$ cat config.mk
export PLATFORM = sky130hd
export DESIGN_NAME = bitserial_add_ctrl_flat
export DESIGN_NICKNAME = d
export VERILOG_FILES = /design/src/rtl/bitserial_add_ctrl_if.sv /design/src/rtl/bitserial_add_ctrl.sv /design/src/flat_wrapper.sv
export SDC_FILE = /design/constraint.sdc
export NUM_CORES = 1
export LEC_CHECK = 0
export CORE_AREA = 2 2 62 64
export CTS_CLUSTER_SIZE = 10
export DETAILED_ROUTE_END_ITERATION = 8
export DIE_AREA = 0 0 64 66
export GPL_ROUTABILITY_DRIVEN = 0
export PLACE_DENSITY = 0.83
export SLEW_MARGIN = 10
export SYNTH_ARGS = -nofsm -noshare
export SYNTH_HDL_FRONTEND = slang
export SYNTH_SLANG_ARGS = --single-unit
$ cat constraint.sdc
create_clock -name clk -period 2.3 [get_ports clk]
set_input_delay 0.46 -clock clk [delete_from_list [all_inputs] [get_ports clk]]
set_output_delay 0.46 -clock clk [all_outputs]
set_load 0.03 [all_outputs]
$ cat src/rtl/bitserial_add_ctrl_if.sv
// Parallel request/result signals and the serial adder link for bitserial_add_ctrl.
// master is the controller's view; slave is the requester/adder side.
interface bitserial_add_ctrl_if #(
    parameter int WIDTH = 8
);
    logic             start;
    logic [WIDTH-1:0] a_in;
    logic [WIDTH-1:0] b_in;
    logic             busy;
    logic             done;
    logic [WIDTH-1:0] sum;
    logic             cout;
    logic             ser_clr;
    logic             ser_a;
    logic             ser_b;
    logic             ser_q;

    modport master (
        input  start, a_in, b_in, ser_q,
        output busy, done, sum, cout, ser_clr, ser_a, ser_b
    );

    modport slave (
        output start, a_in, b_in, ser_q,
        input  busy, done, sum, cout, ser_clr, ser_a, ser_b
    );
endinterface

$ cat src/rtl/bitserial_add_ctrl.sv
// Parallel-side controller for the bit-serial adder: clears it, streams both
// operands LSB-first, and reassembles the serial result into sum and cout.
module bitserial_add_ctrl #(
    parameter int WIDTH = 8
) (
    input  logic                 clk,
    input  logic                 reset,
    bitserial_add_ctrl_if.master bus
);
    localparam int CNT_W = $clog2(WIDTH + 1);

    typedef enum logic [2:0] {
        IDLE,
        CLR,
        SHIFT,
        CARRY,
        DONE
    } state_t;

    state_t           state;
    logic [WIDTH-1:0] opa;
    logic [WIDTH-1:0] opb;
    logic [CNT_W-1:0] cnt;

    always_ff @(posedge clk) begin
        if (reset) begin
            state       <= IDLE;
            opa         <= '0;
            opb         <= '0;
            cnt         <= '0;
            bus.busy    <= 1'b0;
            bus.done    <= 1'b0;
            bus.sum     <= '0;
            bus.cout    <= 1'b0;
            bus.ser_clr <= 1'b0;
            bus.ser_a   <= 1'b0;
            bus.ser_b   <= 1'b0;
        end else begin
            case (state)
                IDLE: begin
                    if (bus.start) begin
                        opa         <= bus.a_in;
                        opb         <= bus.b_in;
                        cnt         <= '0;
                        bus.busy    <= 1'b1;
                        bus.ser_clr <= 1'b1;
                        state       <= CLR;
                    end
                end
                CLR: begin
                    // Present bit 0 now so it is on the wire in the first SHIFT cycle.
                    bus.ser_clr <= 1'b0;
                    bus.ser_a   <= opa[0];
                    bus.ser_b   <= opb[0];
                    opa         <= opa >> 1;
                    opb         <= opb >> 1;
                    cnt         <= '0;
                    state       <= SHIFT;
                end
                SHIFT: begin
                    // ser_q lags the operands by one cycle, so cnt=1..WIDTH carry sum bits
                    // 0..WIDTH-1; shifting in at the MSB lands bit 0 at the LSB at the end.
                    if (cnt != '0) begin
                        bus.sum <= {bus.ser_q, bus.sum[WIDTH-1:1]};
                    end
                    if (cnt == CNT_W'(WIDTH)) begin
                        bus.ser_a <= 1'b0;
                        bus.ser_b <= 1'b0;
                        state     <= CARRY;
                    end else begin
                        // Zeros shift in behind the operands, giving the flush bit for free.
                        bus.ser_a <= opa[0];
                        bus.ser_b <= opb[0];
                        opa       <= opa >> 1;
                        opb       <= opb >> 1;
                        cnt       <= cnt + CNT_W'(1);
                    end
                end
                CARRY: begin
                    bus.cout <= bus.ser_q;
                    bus.busy <= 1'b0;
                    bus.done <= 1'b1;
                    state    <= DONE;
                end
                DONE: begin
                    bus.done <= 1'b0;
                    state    <= IDLE;
                end
                default: begin
                    state <= IDLE;
                end
            endcase
        end
    end
endmodule

$ cat src/flat_wrapper.sv
// flat-port wrapper written by rule: the top's interface ports become plain ports
module bitserial_add_ctrl_flat 
#(
    parameter int WIDTH = 8
)
  (clk, reset, bus_start, bus_a_in, bus_b_in, bus_ser_q, bus_busy, bus_done, bus_sum, bus_cout, bus_ser_clr, bus_ser_a, bus_ser_b);
  bitserial_add_ctrl_if #(.WIDTH(WIDTH)) bus_i ();
  input  logic clk;
  input  logic reset;
  input wire logic [$bits(bus_i.start)-1:0] bus_start;
  input wire logic [$bits(bus_i.a_in)-1:0] bus_a_in;
  input wire logic [$bits(bus_i.b_in)-1:0] bus_b_in;
  input wire logic [$bits(bus_i.ser_q)-1:0] bus_ser_q;
  output wire logic [$bits(bus_i.busy)-1:0] bus_busy;
  output wire logic [$bits(bus_i.done)-1:0] bus_done;
  output wire logic [$bits(bus_i.sum)-1:0] bus_sum;
  output wire logic [$bits(bus_i.cout)-1:0] bus_cout;
  output wire logic [$bits(bus_i.ser_clr)-1:0] bus_ser_clr;
  output wire logic [$bits(bus_i.ser_a)-1:0] bus_ser_a;
  output wire logic [$bits(bus_i.ser_b)-1:0] bus_ser_b;
  assign bus_i.start = bus_start;
  assign bus_i.a_in = bus_a_in;
  assign bus_i.b_in = bus_b_in;
  assign bus_i.ser_q = bus_ser_q;
  assign bus_busy = bus_i.busy;
  assign bus_done = bus_i.done;
  assign bus_sum = bus_i.sum;
  assign bus_cout = bus_i.cout;
  assign bus_ser_clr = bus_i.ser_clr;
  assign bus_ser_a = bus_i.ser_a;
  assign bus_ser_b = bus_i.ser_b;
  bitserial_add_ctrl #(.WIDTH(WIDTH)) u_core (.clk(clk), .reset(reset), .bus(bus_i));
endmodule
## Word-level counts from Yosys, hierarchy flattened

Index checks and enable logic that the tools add are counted.

| word-level totals | value |
|---|---|
| register bits | 37 |
| input bits | 20 |
| logic and storage cells | 52 |
| output and inout bits | 14 |

| cells by class | value |
|---|---|
| $add $sub $neg | 1 |
| reductions and logical operators | 12 |
| mux-type cells | 20 |
| equal/unequal tests | 8 |

Operators by type and width:

| operator | number |
|---|---|
| case mux 8 bit (3 select lines) | 2 |
| 2-to-1 mux 8 bit | 4 |
| case mux 3 bit (4 select lines) | 1 |
| case mux 4 bit (3 select lines) | 1 |
| case mux 1 bit (2 select lines) | 5 |
| 2-to-1 mux 4 bit | 2 |
| AND reduction 2 bit | 4 |
| nonzero test 2 bit | 4 |
| equality test 3 x 2 -> 1 bit (second input constant) | 2 |
| 2-to-1 mux 3 bit | 2 |
| adder 4 x 1 -> 4 bit (second input constant) | 1 |
| equality test 4 bit (second input constant) | 1 |
| inequality test 2 bit (second input constant) | 2 |
| nonzero test 4 bit | 1 |
| equality test 3 x 1 -> 1 bit (second input constant) | 1 |
| equality test 3 bit (second input constant) | 1 |
| zero test 3 bit | 1 |
| 2-to-1 mux 1 bit | 3 |
| AND reduction 3 bit | 1 |
| nonzero test 3 bit | 1 |
| inequality test 2 x 1 -> 1 bit (second input constant) | 1 |

## Depth between registers and ports, before layout

Gate-level depths: netlist (run 1).

| depth | value |
|---|---|
| depth after elaboration | 3 |
| mapped depth | 8 |
| depth with buffers taken out | 6 |

## Worst setup path before layout (run 1)

OpenSTA, ideal clock, no wires.

| path | value |
|---|---|
| kind | reg-to-reg |
| start point | register u_core.cnt[0] |
| end point | register u_core.opa[0] |
| data arrival time | 1.421 ns |
| path slack | 0.735 ns |
| data required time | 2.155 ns |
| stages on the path, launching flop included | 8 |
| cells stage by stage | dfxtp_1 inv_1 ha_1 and3b_1 clkbuf_1 o32ai_4 buf_4 a211oi_2 |

| on the way | value |
|---|---|
| cells in the longest elaborated chain, start to end | 3 |

Ends and longest elaborated chain:

| item | RTL line | source |
|---|---|---|
| start: declaration | bitserial_add_ctrl.sv:23 | `logic [CNT_W-1:0] cnt;` |
| start signal: assignment | bitserial_add_ctrl.sv:76 | `cnt <= cnt + CNT_W'(1);` |
| equality test 4 bit | bitserial_add_ctrl.sv:66 | `if (cnt == CNT_W'(WIDTH)) begin` |
| inequality test 2 bit (no line) | n/a |  |
| AND reduction 3 bit (no line) | n/a |  |
| end signal: assignment | bitserial_add_ctrl.sv:42 | `opa <= bus.a_in;` |
| end signal: assignment | bitserial_add_ctrl.sv:55 | `opa <= opa >> 1;` |
| end signal: assignment | bitserial_add_ctrl.sv:74 | `opa <= opa >> 1;` |
| end: declaration | bitserial_add_ctrl.sv:21 | `logic [WIDTH-1:0] opa;` |

Every way passes these cells.
A chain may end at the register's enable or synchronous reset.

## Final worst setup path (run 1)

| path | value |
|---|---|
| start point | register u_core.bus.done |
| end point | output port bus_done |

RTL lines:

| item | RTL line | source |
|---|---|---|
| start: declaration | bitserial_add_ctrl_if.sv:20 | `output busy, done, sum, cout, ser_clr, ser_a, ser_b` |
| start signal: assignment | bitserial_add_ctrl.sv:32 | `bus.done <= 1'b0;` |
| start signal: assignment | bitserial_add_ctrl.sv:82 | `bus.done <= 1'b1;` |
| start signal: assignment | bitserial_add_ctrl.sv:86 | `bus.done <= 1'b0;` |
| end: declaration | flat_wrapper.sv:15 | `output wire logic [$bits(bus_i.done)-1:0] bus_done;` |

No word-level cell between the ends.

==> results of run 1 <==
final cells by class:
class,instances,share of cell area (%)
well taps,48,2.77
clock inverters,3,3.01
clock buffers,5,1.73
inverters,2,0.347
repair buffers,39,18.5
multi-input cells,115,39.4
flip-flops and latches,37,34.2
synth_stat cells:
library cell / number
o32ai_4: 1
a21oi_1: 8
o21ai_0: 2
nor4_1: 1
nand2_1: 4
o32a_1: 1
inv_1: 2
nor2_4: 1
a211oi_1: 3
nand3_1: 2
ha_1: 2
or3b_1: 1
a2bb2oi_1: 1
buf_6: 5
and3b_1: 1
a311oi_1: 1
nor3_1: 3
a21o_1: 1
o21a_1: 1
nor3b_1: 1
mux2i_1: 26
a211oi_2: 12
nor2_1: 36
dfxtp_1: 37
nand2b_1: 1
xnor2_1: 1
buf_4: 3
nand3b_1: 3
clkbuf_1: 3
buf_1: 2
nor2_8: 1
power by group through the flow:
stage | clock network [mW] | logic (mW) | registers (mW)
after floorplan | 0 | 0.260 | 0.750
after global routing | 0.589 | 0.386 | 0.738
final | 0.550 | 0.355 | 0.730
after CTS | 0.563 | 0.359 | 0.730
after global placement | 0 | 0.347 | 0.743
after detailed placement | 0 | 0.356 | 0.744
worst min-delay path by stage:
stage                               startpoint                          to  slack [ns]  depth (start not counted)
global placement    u_core.opa[7]$_SDFFE_PP0P_  u_core.opa[7]$_SDFFE_PP0P_        0.44                          2
finish              u_core.opb[7]$_SDFFE_PP0P_  u_core.opb[7]$_SDFFE_PP0P_        0.46                          2
detailed placement  u_core.opb[7]$_SDFFE_PP0P_  u_core.opb[7]$_SDFFE_PP0P_        0.45                          2
CTS                 u_core.opb[7]$_SDFFE_PP0P_  u_core.opb[7]$_SDFFE_PP0P_        0.46                          2
global route        u_core.opb[7]$_SDFFE_PP0P_  u_core.opb[7]$_SDFFE_PP0P_        0.48                          2
floorplan           u_core.opa[7]$_SDFFE_PP0P_  u_core.opa[7]$_SDFFE_PP0P_        0.43                          2
state kept, by name, summed over array words and instances (netlist names):
| register | flops |
|---|---|
| u_core.opa | 8 |
| u_core.bus.done | 1 |
| u_core.state | 3 |
| u_core.bus.ser_a | 1 |
| u_core.bus.sum | 8 |
| u_core.cnt | 4 |
| u_core.bus.ser_b | 1 |
| u_core.bus.ser_clr | 1 |
| u_core.bus.cout | 1 |
| u_core.opb | 8 |
| u_core.bus.busy | 1 |
layer usage:
metal | vias up | global-route usage (%)
li1 | 649 | -
met5 | - | 0
met3 | 7 | 5.28
met4 | 0 | 7.88
met1 | 584 | 17.6
met2 | 21 | 28.4
logic make-up after synthesis:
kind of cell | Yosys count
muxes | 26
xor gates and xnor gates | 1
and+or+nand+nor | 55
AOI/OAI and AO/OA | 31
buffers and inverters | 15
adders and majority gates | 2
DFF | 37
metrics by stage:
stage | hold WS, ns | area [um^2] | util [%] | setup slack (ns)
2_1_floorplan | 0.432 | 1700 | - | 0.735
3_3_place_gp | 0.444 | 2060 | 58.1 | 0.417
3_5_place_dp | 0.447 | 2060 | 58.1 | 0.343
4_1_cts | 0.464 | 2160 | 61.0 | 0.423
5_1_grt | 0.485 | 2160 | 61.0 | 0.384
6_report | 0.462 | 2160 | 61.0 | 0.445
==> summary.md, run 1 <==
| Metric | Value |
|---|---|
| Outcome | `finished, final reports clean` |
| Hold Vio Cnt, Final | `0` |
| Synth Area in XOR/XNOR | `0.515%` |
| Top cells by area, synth | `dfxtp_1 (44%), mux2i_1 (15%), a211oi_2 (8.8%)` |
| CTS resizes | `0` |
| Minimum clock period | `1.85 ns` |
| Antenna diodes | `0` |
| Int Pwr | `1.20 mW` |
| Area delta synth->final | `27.4%` |
| Antenna Violating Nets Remaining | `0` |
| Compound-Gate Fraction of Synth Area | `17.2%` |
| Initial DRC Count | `54` |
| Sequential area share after synthesis | `43.6%` |
| LEAKAGE | `0.808 nW` |
| Die height | `66 um` |
| Setup bufs post-CTS | `0` |
| Gr ovfl total | `0` |
| Vias per inst | `5.06` |
| Clock power share | `33.6%` |
| WP data required | `1.84 ns` |
| Setup slack, reg-to-reg | `0.52 ns` |
| # H-tree levels | `2` |
| Fin nets | `222` |
| R2r endpoint | `u_core.opb[3]$_SDFFE_PP0P_` |
| CP Launch Type | `flip-flop` |
| Mapped Area | `1700 um^2` |
| Switching power | `0.430 mW` |
| Crit path launch | `u_core.bus.done$_SDFFE_PP0P_` |
| Reg-to-reg startpoint | `u_core.state[0]$_SDFFE_PP0P_` |
| Worst slew pin tran | `0.594 ns` |
| Final setup violation count | `0` |
| CP Capture Type | `output pin` |
| Yosys top cell area share | `43.6%` |
| WL met2 | `1600 um` |
| Syn Nets | `189` |
| Adder-Cell Fraction of Synth Area | `1.47%` |
| CTS Buffer Depth | `2` |
| WL met3 | `139 um` |
| Clk sinks | `37` |
| Max FO, Critical Path | `3` |
| Fin crit share | `80.6%` |
| Yosys reg bits | `37` |
| IO Pins | `34` |
| Worst skew pair latency | `0.34 ns` |
| Register area | `741 um^2` |
| DR pass1 iterations | `4` |
| Commonest cells after routing, fill and taps aside | `dfxtp_1 (37), nor2_1 (36), clkdlybuf4s50_1 (33)` |
| Vias in the first global route | `1221` |
| IO buf count | `33` |
| Commonest non-fill, non-tap cell in the layout | `dfxtp_1` |
| Critical Path AT | `1.39 ns` |
| Worst slew margin | `60.3%` |
| Share of layout cells above drive strength 1 | `14.4%` |
| Synth warnings | `0` |
| Overall Global Routing Usage | `16.2%` |
| Fin Setup TNS | `0 ns` |
| Syn_area_per_cell | `10.2 um^2` |
| Setup crit end | `bus_done` |
| Avg WL per Cell | `12.6 um` |
| Synth Area in Simple Gates | `15.7%` |
| Largest family of logic cells by synthesized area | `compound AO/OA/AOI/OAI gates` |
| Layout Skew | `0.00974 ns` |
| Via count | `1261` |
| CTS clk-pin slew, worst paths | `0.12 ns` |
| First-pass GRT wire length | `5280 um` |
| Residual DRC | `0` |
| Synth cell types | `31` |
| Cell accounting for the most synthesized area | `dfxtp_1` |
| # hold bufs at CTS | `0` |
| Power Total | `1.64 mW` |
| Final HPWL DP | `2180 um` |
| Worst min-delay path class | `reg -> reg` |
| RSZ-0062 raised after global routing | `false` |
| Comb pwr share | `21.7%` |
| CTS Buf Count | `5` |
| Layout fillers | `307` |
| Met1 WL | `1330 um` |
| Setup Crit Path Kind | `reg -> out` |
| Net Sw Frac | `26.3%` |
| Die area | `4220 um^2` |
| PwrDens | `755 nW/um^2` |
| Mapped Cells | `167` |
| Root Buffer | `clkbuf_4` |
| Placed Cells | `241` |
| Worst Path Buf+Inv | `1` |
| Fmax | `539 MHz` |
| Worst path depth | `1` |
| Final cell count without fillers | `249` |
| Die Span X | `64 um` |
| Slowest-stage cell, CP | `clkdlybuf4s50_1` |
| Area of the multi-input gates | `853 um^2` |
| Core area | `3550 um^2` |
| Final WL | `3140 um` |
| Worst r2r path cells | `5` |
| Flop pwr share | `44.7%` |
| Crit-path max cell delay | `0.69 ns` |
| Max IR drop VDD | `0.000366 V` |
| Worst path top cell family by delay | `buffers and inverters` |
| Post-synthesis mux area share | `15.3%` |
| Antenna violations before repair | `0` |
| Final slew viol count | `0` |
| Initial core utilization | `47.9%` |
| TritonCTS clock tree | `done` |
| CP Cell Sequence | `clkdlybuf4s50_1` |
| Largest net degree at the start of global routing | `37` |
| Rows | `22` |
| Top layer in use | `met4` |
| Max cap viols | `0` |
(Power assumes the default switching activity.)
==> run 2, diff against run 1 <==
Clock period 2.3 ns to 1.8 ns, I/O delays scaled along.
==> run 2 against run 1 <==
- non-clock buffer count is 2 higher
- first-iteration DRC count is 5.6% higher
- sequential share of layout area is 0.70 points lower
- wire length is 0.32% lower
==> summary.md, run 2 (synthesis results as in run 1) <==
| Metric | Value |
|---|---|
| Outcome | `finished, final reports clean` |
| Switching power | `0.545 mW` |
| Setup Crit Path Kind | `reg -> out` |
| Fin Setup TNS | `0 ns` |
| Fin crit share | `96.2%` |
| Max IR drop VDD | `0.000509 V` |
| Fin nets | `224` |
| Int Pwr | `1.55 mW` |
| Max cap viols | `0` |
| Worst path top cell family by delay | `buffers and inverters` |
| Commonest cells after routing, fill and taps aside | `dfxtp_1 (37), nor2_1 (36), mux2i_1 (26), clkdlybuf4s50_1 (26), a211oi_2 (12)` |
| Clk sinks | `37` |
| CP Capture Type | `output pin` |
| Commonest non-fill, non-tap cell in the layout | `dfxtp_1` |
| Utilization after layout | `62.2%` |
| LEAKAGE | `0.945 nW` |
| Area of the multi-input gates | `853 um^2` |
| CTS Buf Count | `5` |
| TritonCTS clock tree | `done` |
| Rows | `22` |
| # H-tree levels | `2` |
| Residual DRC | `0` |
| CTS Buffer Depth | `2` |
| Antenna diodes | `0` |
| Core area | `3550 um^2` |
| DR pass1 iterations | `4` |
| Final cell count without fillers | `251` |
| Crit-path max cell delay | `0.68 ns` |
| Die height | `66 um` |
| Root Buffer | `clkbuf_4` |
| Worst Path Buf+Inv | `1` |
| CTS clk-pin slew, worst paths | `0.11 ns` |
| Die area | `4220 um^2` |
| Final setup violation count | `0` |
| CP Launch Type | `flip-flop` |
| Placed Cells | `242` |
| Comb pwr share | `22.2%` |
| Fmax | `578 MHz` |
| Worst skew pair latency | `0.34 ns` |
| Die Span X | `64 um` |
| WP data required | `1.44 ns` |
| Final HPWL DP | `2140 um` |
| Critical Path AT | `1.37 ns` |
| PwrDens | `949 nW/um^2` |
| Max FO, Critical Path | `3` |
| RSZ-0062 raised after global routing | `false` |
| Worst slew margin | `60.3%` |
| Slowest-stage cell, CP | `clkdlybuf4s50_1` |
| Gr ovfl total | `0` |
| Final WL | `3130 um` |
| Share of layout cells above drive strength 1 | `15.3%` |
| Minimum clock period | `1.73 ns` |
| Antenna Violating Nets Remaining | `0` |
| Overall Global Routing Usage | `15.7%` |
| IO Pins | `34` |
| First-pass GRT wire length | `5160 um` |
| Worst slew pin tran | `0.594 ns` |
| Initial DRC Count | `57` |
| Initial core utilization | `47.9%` |
| Clock power share | `33.4%` |
| Register area | `741 um^2` |
| Vias in the first global route | `1221` |
| Via count | `1282` |
| Regs by FF count | `u_core.bus.sum x8, u_core.opa x8, u_core.opb x8` |
| Layout fillers | `303` |
| Hold Vio Cnt, Final | `0` |
| Net Sw Frac | `26.0%` |
| CP Cell Sequence | `clkdlybuf4s50_1` |
| Layout Skew | `0.0110 ns` |
| Flop pwr share | `44.5%` |
| # hold bufs at CTS | `0` |
| Antenna violations before repair | `0` |
| Worst min-delay path class | `reg -> reg` |
| Area delta synth->final | `30.0%` |
| Final slew viol count | `0` |
| Avg WL per Cell | `12.5 um` |
| Vias per inst | `5.11` |
| Largest net degree at the start of global routing | `37` |
| IO buf count | `33` |
==> run 2: metal layers <==
layer / vias to the layer above / GRT usage, % / part of all wire [%]
met1: 595 / 17.0 / 43
met3: 7 / 5.28 / 3.9
met2: 20 / 28.4 / 51
met5: - / 0 / 0
met4: 0 / 5.71 / 1.7
li1: 660 / - / -
==> run 2: final timing paths <==
kind                                                   start                        endpoint  slack, ns  cells after the start
worst max register to register  u_core.state[1]$_SDFFE_PP0P_  u_core.bus.sum[4]$_SDFFE_PP0P_       0.12                      5
worst min register to register    u_core.opb[7]$_SDFFE_PP0P_      u_core.opb[7]$_SDFFE_PP0P_       0.49                      2
worst max-delay path            u_core.bus.done$_SDFFE_PP0P_                        bus_done       0.07                      1
worst min-delay path              u_core.opb[7]$_SDFFE_PP0P_      u_core.opb[7]$_SDFFE_PP0P_       0.49                      2
==> run 2: repair_timing <==
item                       CTS  global route
buffers inserted             0             1
setup endpoints to repair    0            11
resized for setup            0             7
==> run 2: final cells by class <==
type,instances,share of cell area (%)
multi-input combinational,115,38.6
sequential,37,33.5
timing repair buffer,41,20.2
clock inverter,3,2.94
tap,48,2.72
clock buffer,5,1.70
inverter,2,0.340
==> run 2: power by group through the flow <==
stage / Clock, mW / Combinational, mW / Sequential, mW
after floorplan: 0 / 0.333 / 0.958
after global placement: 0 / 0.439 / 0.950
after detailed placement: 0 / 0.450 / 0.952
after CTS: 0.716 / 0.451 / 0.933
after global routing: 0.763 / 0.504 / 0.945
final: 0.700 / 0.465 / 0.933
==> run 2: per-stage QoR <==
| stage | hold slack (ns) | area (um^2) | total power [mW] | worst slack (ns) |
|---|---|---|---|---|
| finish | 0.489 | 2210 | 2.10 | 0.0692 |
| global route | 0.503 | 2210 | 2.21 | 0.00358 |
| CTS | 0.473 | 2170 | 2.10 | 0.0293 |
| detailed placement | 0.456 | 2070 | 1.40 | 0.0571 |
| global placement | 0.440 | 2070 | 1.39 | 0.0868 |
| floorplan | 0.432 | 1700 | 1.29 | 0.235 |
==> run 2: worst min-delay path: stages (launching register included) <==
cell and delay [ns]:
dfxtp_1 0.34, nand2_1 0.06, a21oi_1 0.05
==> run 3, diff against run 2 <==
--- a/config.mk
+++ b/config.mk
@@ -12,3 +12,3 @@
 export GPL_ROUTABILITY_DRIVEN = 0
-export PLACE_DENSITY = 0.83
+export PLACE_DENSITY = 0.75
 export SLEW_MARGIN = 10
==> constraint.sdc (replaced) <==
create_clock -name clk -period 1.8 [get_ports clk]
set_input_delay 0.54 -clock clk [delete_from_list [all_inputs] [get_ports clk]]
set_output_delay 0.54 -clock clk [all_outputs]
set_load 0.03 [all_outputs]
==> run 3 against run 2 <==
- sequential cell count is the same
- non-clock buffer count rose by 12
- wire length is 14% higher
- die area did not move
- clock power decreased by 30%
- first-iteration DRC count is 39% lower
- via count rose by 5.1%
- highest routed layer unchanged
==> summary.md, run 3 (synthesis results as in run 1) <==
| Metric | Value |
|---|---|
| First-pass GRT wire length | `5750 um` |
| Crit-path max cell delay | `0.43 ns` |
| Minimum clock period | `1.69 ns` |
| Post-place setup slack | `-0.199 ns` |
| Slowest-stage cell, CP | `dlygate4sd2_1` |
| Vias per inst | `5.12` |
| Regs by FF count | `u_core.bus.sum x8, u_core.opa x8, u_core.opb x8` |
| Residual DRC | `0` |
| Layout Skew | `0.0126 ns` |
| Layout fillers | `293` |
| Commonest non-fill, non-tap cell in the layout | `nor2_1` |
| PwrDens | `878 nW/um^2` |
| Final setup violation count | `0` |
| Rows | `22` |
| Setup Crit Path Kind | `reg -> out` |
| Utilization after layout | `63.1%` |
| Setup slack after layout | `0.111 ns` |
| Worst min-delay path class | `reg -> reg` |
| Clk sinks | `37` |
| Avg WL per Cell | `13.5 um` |
| Max FO, Critical Path | `3` |
| CTS Buffer Depth | `2` |
| Worst Path Buf+Inv | `1` |
| Die height | `66 um` |
| Power Total | `1.97 mW` |
| Overall Global Routing Usage | `17.7%` |
| Fin area | `2240 um^2` |
| Vias in the first global route | `1371` |
| Largest net degree at the start of global routing | `37` |
| Gr ovfl total | `0` |
| DR pass1 iterations | `4` |
| # H-tree levels | `2` |
| Antenna Violating Nets Remaining | `0` |
| Final cell count without fillers | `263` |
| Fin crit share | `93.8%` |
| CTS Buf Count | `5` |
| Worst slew pin tran | `0.601 ns` |
| CP Launch Type | `flip-flop` |
| Antenna diodes | `0` |
| CP Cell Sequence | `dlygate4sd2_1` |
| CP Capture Type | `output pin` |
| Final HPWL DP | `2400 um` |
| Fin nets | `236` |
| Area of the multi-input gates | `856 um^2` |
| RSZ-0062 raised after global routing | `false` |
| Hold Path Origin | `u_core.opa[7]$_SDFFE_PP0P_` |
| Initial DRC Count | `35` |
| Critical Path AT | `1.15 ns` |
| IO Pins | `34` |
| Hold Vio Cnt, Final | `0` |
| Via count | `1347` |
| Fin Setup TNS | `0 ns` |
| Worst slew margin | `59.8%` |
| Share of layout cells above drive strength 1 | `21.4%` |
| WHS | `0.464 ns` |
| Outcome | `finished, final reports clean` |
| Worst r2r path cells | `7` |
| Reg-to-reg startpoint | `u_core.cnt[0]$_SDFFE_PP0P_` |
| Area delta synth->final | `32.0%` |
| R2r endpoint | `u_core.opa[5]$_SDFFE_PP0P_` |
| Final WL | `3560 um` |
| WHS Path Cells | `2` |
| Commonest cells after routing, fill and taps aside | `nor2_1 (36), dfxtp_1 (35), mux2i_1 (26)` |
| Placed Cells | `249` |
| Placement Cell Area | `2120 um^2` |
| Die area | `4220 um^2` |
| Worst path top cell family by delay | `buffers and inverters` |
| CTS clk-pin slew, worst paths | `0.11 ns` |
| WP data required | `1.26 ns` |
| Final slew viol count | `0` |
| Max cap viols | `0` |
| Die Span X | `64 um` |
| Fmax | `592 MHz` |
| Worst skew pair latency | `0.34 ns` |
| Initial core utilization | `47.9%` |
| TritonCTS clock tree | `done` |
| IO buf count | `33` |
| Register area | `743 um^2` |
| Setup slack, reg-to-reg | `0.11 ns` |
| Antenna violations before repair | `0` |
| Hold EP | `u_core.opa[7]$_SDFFE_PP0P_` |
| Root Buffer | `clkbuf_4` |
| Max IR drop VDD | `0.000565 V` |
| Core area | `3550 um^2` |
| LEAKAGE | `0.934 nW` |
==> run 3: changes by cell type in the layout (fill, tap and decap cells not counted), moves of 2 or more <==
cell | before | now
dlygate4sd2_1 | 0 | 14
buf_4 | 5 | 17
clkdlybuf4s50_1 | 26 | 19
dlymetal6s2s_1 | 7 | 0
bufinv_16 | 2 | 0
clkbuf_8 | 0 | 2
dfxtp_1 | 37 | 35
dfxtp_2 | 0 | 2
==> run 3: worst max path at each step <==
stage | cells past startpoint | slack [ns] | from | end
6_report | 1 | 0.11 | u_core.bus.busy$_SDFFE_PP0P_ | bus_busy
5_1_grt | 7 | 0.02 | u_core.cnt[1]$_SDFFE_PP0P_ | u_core.opb[2]$_SDFFE_PP0P_
4_1_cts | 7 | 0.05 | u_core.cnt[0]$_SDFFE_PP0P_ | u_core.opb[2]$_SDFFE_PP0P_
3_5_place_dp | 6 | -0.20 | bus_start | u_core.opb[2]$_SDFFE_PP0P_
3_3_place_gp | 6 | -0.08 | bus_start | u_core.opb[1]$_SDFFE_PP0P_
2_1_floorplan | 7 | 0.23 | u_core.cnt[0]$_SDFFE_PP0P_ | u_core.opa[0]$_SDFFE_PP0P_
==> run 3: layer usage <==
metal  wire length [um]  global-route usage, %  up-vias
met5                  0                      0        -
met3                177                   7.16        2
met2               1840                   32.9       28
met4                 19                   5.43        0
met1               1530                   17.9      637
li1                   -                      -      680
==> run 3: cell type report <==
class	instances	area share (%)
Timing Repair Buffer	53	22.5
Clock inverter	1	0.223
Sequential cell	37	33.1
Inverter	2	0.335
Tap cell	48	2.68
Clock buffer	7	2.90
Multi-Input combinational cell	115	38.2
==> run 3: tightest hold or removal path, cell delays in order (launching register included) <==
cell	delay (ns)
dfxtp_1	0.32
nand2_1	0.05
a21oi_1	0.05
==> run 3: where the power goes <==
part / internal (mW) / switching (mW) / total, mW
Combinational: 0.284 / 0.258 / 0.542
Clock: 0.226 / 0.265 / 0.491
Sequential: 0.891 / 0.0457 / 0.936
==> run 3: repair_timing <==
item	4_1_cts	5_1_grt
cloned	0	1
setup endpoints to repair	15	2
resized for setup	15	2
pin swaps	0	2
setup buffers	0	5
hold buffers	0	0
==> RTL change 1: new RTL, settings of run 1 <==
`WIDTH` is set to 8 in 3 places; all go to 4.
--- a/src/rtl/bitserial_add_ctrl_if.sv
+++ b/src/rtl/bitserial_add_ctrl_if.sv
@@ -3,3 +3,3 @@
 interface bitserial_add_ctrl_if #(
-    parameter int WIDTH = 8
+    parameter int WIDTH = 4
 );
--- a/src/rtl/bitserial_add_ctrl.sv
+++ b/src/rtl/bitserial_add_ctrl.sv
@@ -3,3 +3,3 @@
 module bitserial_add_ctrl #(
-    parameter int WIDTH = 8
+    parameter int WIDTH = 4
 ) (
--- a/src/flat_wrapper.sv
+++ b/src/flat_wrapper.sv
@@ -3,3 +3,3 @@
 #(
-    parameter int WIDTH = 8
+    parameter int WIDTH = 4
 )
Interface: changed (resized bus_a_in, bus_b_in and bus_sum); port bits go from 34 to 22. The function was not compared with the original's and may differ.
==> RTL change 1 against run 1 <==
  * Global-route usage decreased by 5.7 points
  * Largest power group unchanged
  * Core utilization shrank 23 points
  * Design area down 37%
  * Power down 46%
  * Clock skew decreased by 8.5 ps
  * First-iteration DRC count fell by 70%
  * Worst setup slack improved by 33 ps
  * Wire length down 34%
  * Largest cell class unchanged
  * Area after synthesis shrank 35%
  * Sequential cell count down 13
  * Combinational power down 46%
==> RTL change 1: results (changes against run 1) <==
met3 wire length 105 um (-24%); Post-DP HPWL 1.495 mm (-32%); Sw Ratio 0.2805 (+0.01742); Post-Place Cells 177 (-27%); final wirelength 2.058 mm (-34%); largest net degree at the start of global routing 17 (-54%); proportion of synthesized chip area in sequential cells 0.4379 (+0.001921); Largest regs u_core.bus.sum (4), u_core.opa (4), u_core.opb (4); nets 148 (-33%); DR iter-0 viols 16 (-70%); share of cells above drive strength 1 0.09023 (-0.05405); VDD IR max 0.3117 mV (-15%); Synth cell types 30 (-3.2%); worst-skew pair later-pin latency 310 ps (-30 ps); met1 wire length 982 um (-26%); Port-buffer cells 21 (-36%); htree depth 1 (-1); syn_nets 128 (-32%); Commonest cells post-synth dfxtp_1 (24), a21oi_1 (16), mux2i_1 (11), nor2_1 (11), o21ai_0 (8); vias in the first global route 836 (-32%); Clock Skews 1.194 ps (-8.544 ps); total CTS buffers 3 (-2); crit path DAT 1360 ps (-30 ps); f_max 548.9 MHz (+1.8%); DR vias/cell 4.906 (-3.1%); Rel. slew slack 0.6153 (+0.01209); status completed; GRT Total Usage 0.1057 (-0.05652); fillers 376 (+22%); synth top area cells dfxtp_1 (44%), mux2i_1 (10%), a21oi_1 (7.3%), a211oi_1 (4.1%), nor2_1 (3.8%); top layer used by detailed routing met4; leak pwr 0.5321 nW (-34%); synthesized area per cell 9.625 um^2 (-5.4%); metal2 WL 947 um (-41%); total number of vias 888 (-30%); first-pass GRT wire length 3.615 mm (-32%); Hold Crit Class reg2reg
[RTL change 1: changes by cell type after synthesis, moves of 6 or more]
cell / run 1 / this run
dfxtp_1: 37 / 24
nor2_1: 36 / 11
a211oi_2: 12 / 0
a21oi_1: 8 / 16
mux2i_1: 26 / 11
o21ai_0: 2 / 8
[RTL change 1: metal layers]
metal | up-vias | track usage
met3 | 2 | 0.01874
met2 | 20 | 0.1771
met4 | 0 | 0.04348
met1 | 415 | 0.1336
met5 | - | 0
li1 | 451 | -
[RTL change 1: path summary, 6_finish.rpt]
check	from	endpoint	slack, ps	cells after the start
worst min register to register	u_core.opa[0]$_SDFFE_PP0P_	u_core.bus.ser_a$_SDFFE_PP0P_	470	2
worst max-delay path	u_core.bus.busy$_SDFFE_PP0P_	bus_busy	480	1
worst max register to register	u_core.cnt[0]$_SDFFE_PP0P_	u_core.cnt[2]$_SDFFE_PP0P_	660	6
worst min-delay path	u_core.opa[0]$_SDFFE_PP0P_	u_core.bus.ser_a$_SDFFE_PP0P_	470	2
[RTL change 1: layout make-up]
cell class	count	share of cell area
inverter	4	0.01102
sequential	24	0.3526
clock buffer	4	0.02663
multi-input combinational	79	0.4059
timing repair buffer	22	0.1598
tap	48	0.04408
[RTL change 1: cells by family (layout without fill, tap and decap cells)]
group / after synthesis / count (layout) / share of synthesized area
AOI/OAI and AO/OA: 37 / 37 / 0.2075
xor gates and xnor gates: 1 / 1 / 0.02509
adders and majority gates: 2 / 2 / 0.02280
buffers and inverters: 11 / 30 / 0.05814
and+or+nand+nor: 27 / 27 / 0.1380
muxes: 12 / 12 / 0.1106
DFF: 24 / 24 / 0.4379
[RTL change 1: per-stage QoR]
step	area, um^2	total power [W]	setup slack (ps)
4_1_cts	1363	0.0009013	449.4
3_3_place_gp	1326	0.0006743	407.2
3_5_place_dp	1326	0.0006793	380.4
6_report	1363	0.0008893	478.2
2_1_floorplan	1097	0.0006294	881.8
5_1_grt	1363	0.0009401	428.0
[RTL change 1: power by group through the flow]
stage	combinational, W	sequential (W)	clock (W)
6_report	0.000190	0.000478	0.000221
5_1_grt	0.000210	0.000485	0.000245
4_1_cts	0.000192	0.000479	0.000230
3_5_place_dp	0.000191	0.000488	0
3_3_place_gp	0.000187	0.000487	0
2_1_floorplan	0.000141	0.000489	0
==> RTL change 2: new RTL, config.mk and constraints of run 1 <==
Without the edit above. Re-encode `state_t` (5 states) as one-hot, 5 bits wide.
--- a/src/rtl/bitserial_add_ctrl.sv
+++ b/src/rtl/bitserial_add_ctrl.sv
@@ -11,8 +11,8 @@
 
-    typedef enum logic [2:0] {
-        IDLE,
-        CLR,
-        SHIFT,
-        CARRY,
-        DONE
+    typedef enum logic [4:0] {
+        IDLE  = 5'b00001,
+        CLR   = 5'b00010,
+        SHIFT = 5'b00100,
+        CARRY = 5'b01000,
+        DONE  = 5'b10000
     } state_t;
Behaviour: same outputs for any inputs over 10 cycles, from zero or initial values and one cycle with reset high; not proved beyond that.
==> RTL change 2 against run 1 <==
  * Design area down 0.87%
  * Die area unchanged
  * Sequential share of layout area up 2.2 points
  * Power down 20%
  * Worst setup slack worse by 85 ps
  * Area after synthesis about the same
  * Sequential cell count up 2
  * Fmax down 4.4%
  * Count of clock-buffer cells in the layout up 3
  * Sequential power about the same
  * Worst hold slack better by 12 ps
  * Wire length up 7.1%
  * Critical endpoint is now u_core.opa[4]$_SDFFE_PP0P_
==> RTL change 2: results (changes against run 1) <==
register share of the cell area 0.3638 (+0.02165); routing usage on met1 0.2327 (+0.05651); metal2 WL 1.552 mm (-2.8%); Commonest cells post-synth dfxtp_1 (39), mux2i_1 (23), nor2_1 (17); proportion of synthesized area in mux cells 0.1354 (-0.01777); synth top area cells dfxtp_1 (46%), mux2i_1 (14%), o2bb2ai_1 (7.7%), nor2_1 (3.8%), nor3_1 (2.1%); Post-Place Cells 245 (+1.7%); fraction of area in multi-input gates 0.3924 (-0.001799); status completed; DR iter-0 viols 73 (+35%); clock power share 0.305 (-0.031); proportion of synthesized chip area in sequential cells 0.4592 (+0.02323); Yosys reg bits 39 (+5.4%); Synth Area in Compound Gates 0.1700 (-0.002334); VDD IR max 0.4059 mV (+11%); Post-DP HPWL 2.460 mm (+13%); first-pass GRT wire length 5.906 mm (+12%); grt met2 use 0.2786 (-0.005208); met3 wire length 171 um (+23%); synthesized area per cell 10.12 um^2 (-0.52%); routing usage on met3 0.06644 (+0.01363); internal power 0.0009801 W (-19%); syn_nets 190 (+0.53%); Clock-cell share 0.03207 (-0.01533); combinational power share 0.136 (-0.081); total number of vias 1369 (+8.6%); multi-input logic cell count 113 (-1.7%); CLK BUF 8 (+3); Adder-Cell Fraction of Synth Area 0.01472 (about the same); proportion of final cell area spent on non-clock buffers 0.1714 (-0.01354); slew of the pin with the lowest slew margin 694.0 ps (+100.1 ps); slowest stage cell, crit path nand4_1; Clock Skews 5.068 ps (-4.670 ps); met1 wire length 1.599 mm (+20%); Non-clk invs 7 (+5); post-synthesis xor/xnor area fraction 0.005151 (about the same); largest net degree at the start of global routing 24 (-35%); Synth cell types 42 (+35%); fillers 316 (+2.9%); nets 226 (+1.8%); crit path max fanout 14 (+11); GRT Total Usage 0.1791 (+0.01687); worst slack, placed 195.9 ps (-147.4 ps); leak pwr 0.8633 nW (+6.9%); final wirelength 3.364 mm (+7.1%); crit path DAT 2210 ps (+820 ps)
==> RTL change 2: worst paths after layout <==
| kind | from | to | slack, ps | cells after the start |
|---|---|---|---|---|
| hold reg to reg | u_core.opb[1]$_SDFFE_PP0P_ | u_core.opb[1]$_SDFFE_PP0P_ | 470 | 1 |
| setup reg to reg | u_core.state[0]$_SDFFE_PP1P_ | u_core.opa[4]$_SDFFE_PP0P_ | 360 | 4 |
| setup / recovery | u_core.state[0]$_SDFFE_PP1P_ | u_core.opa[4]$_SDFFE_PP0P_ | 360 | 4 |
| hold / removal | u_core.opb[1]$_SDFFE_PP0P_ | u_core.opb[1]$_SDFFE_PP0P_ | 470 | 1 |
==> RTL change 2: metrics by stage <==
step | area, um^2 | utilization | hold WS, ps
final | 2146 | 0.6043 | 473.4
after detailed placement | 2077 | 0.5849 | 445.5
after global routing | 2146 | 0.6043 | 490.7
after global placement | 2077 | 0.5849 | 445.2
after floorplan | 1700 | - | 431.7
after CTS | 2146 | 0.6043 | 477.5
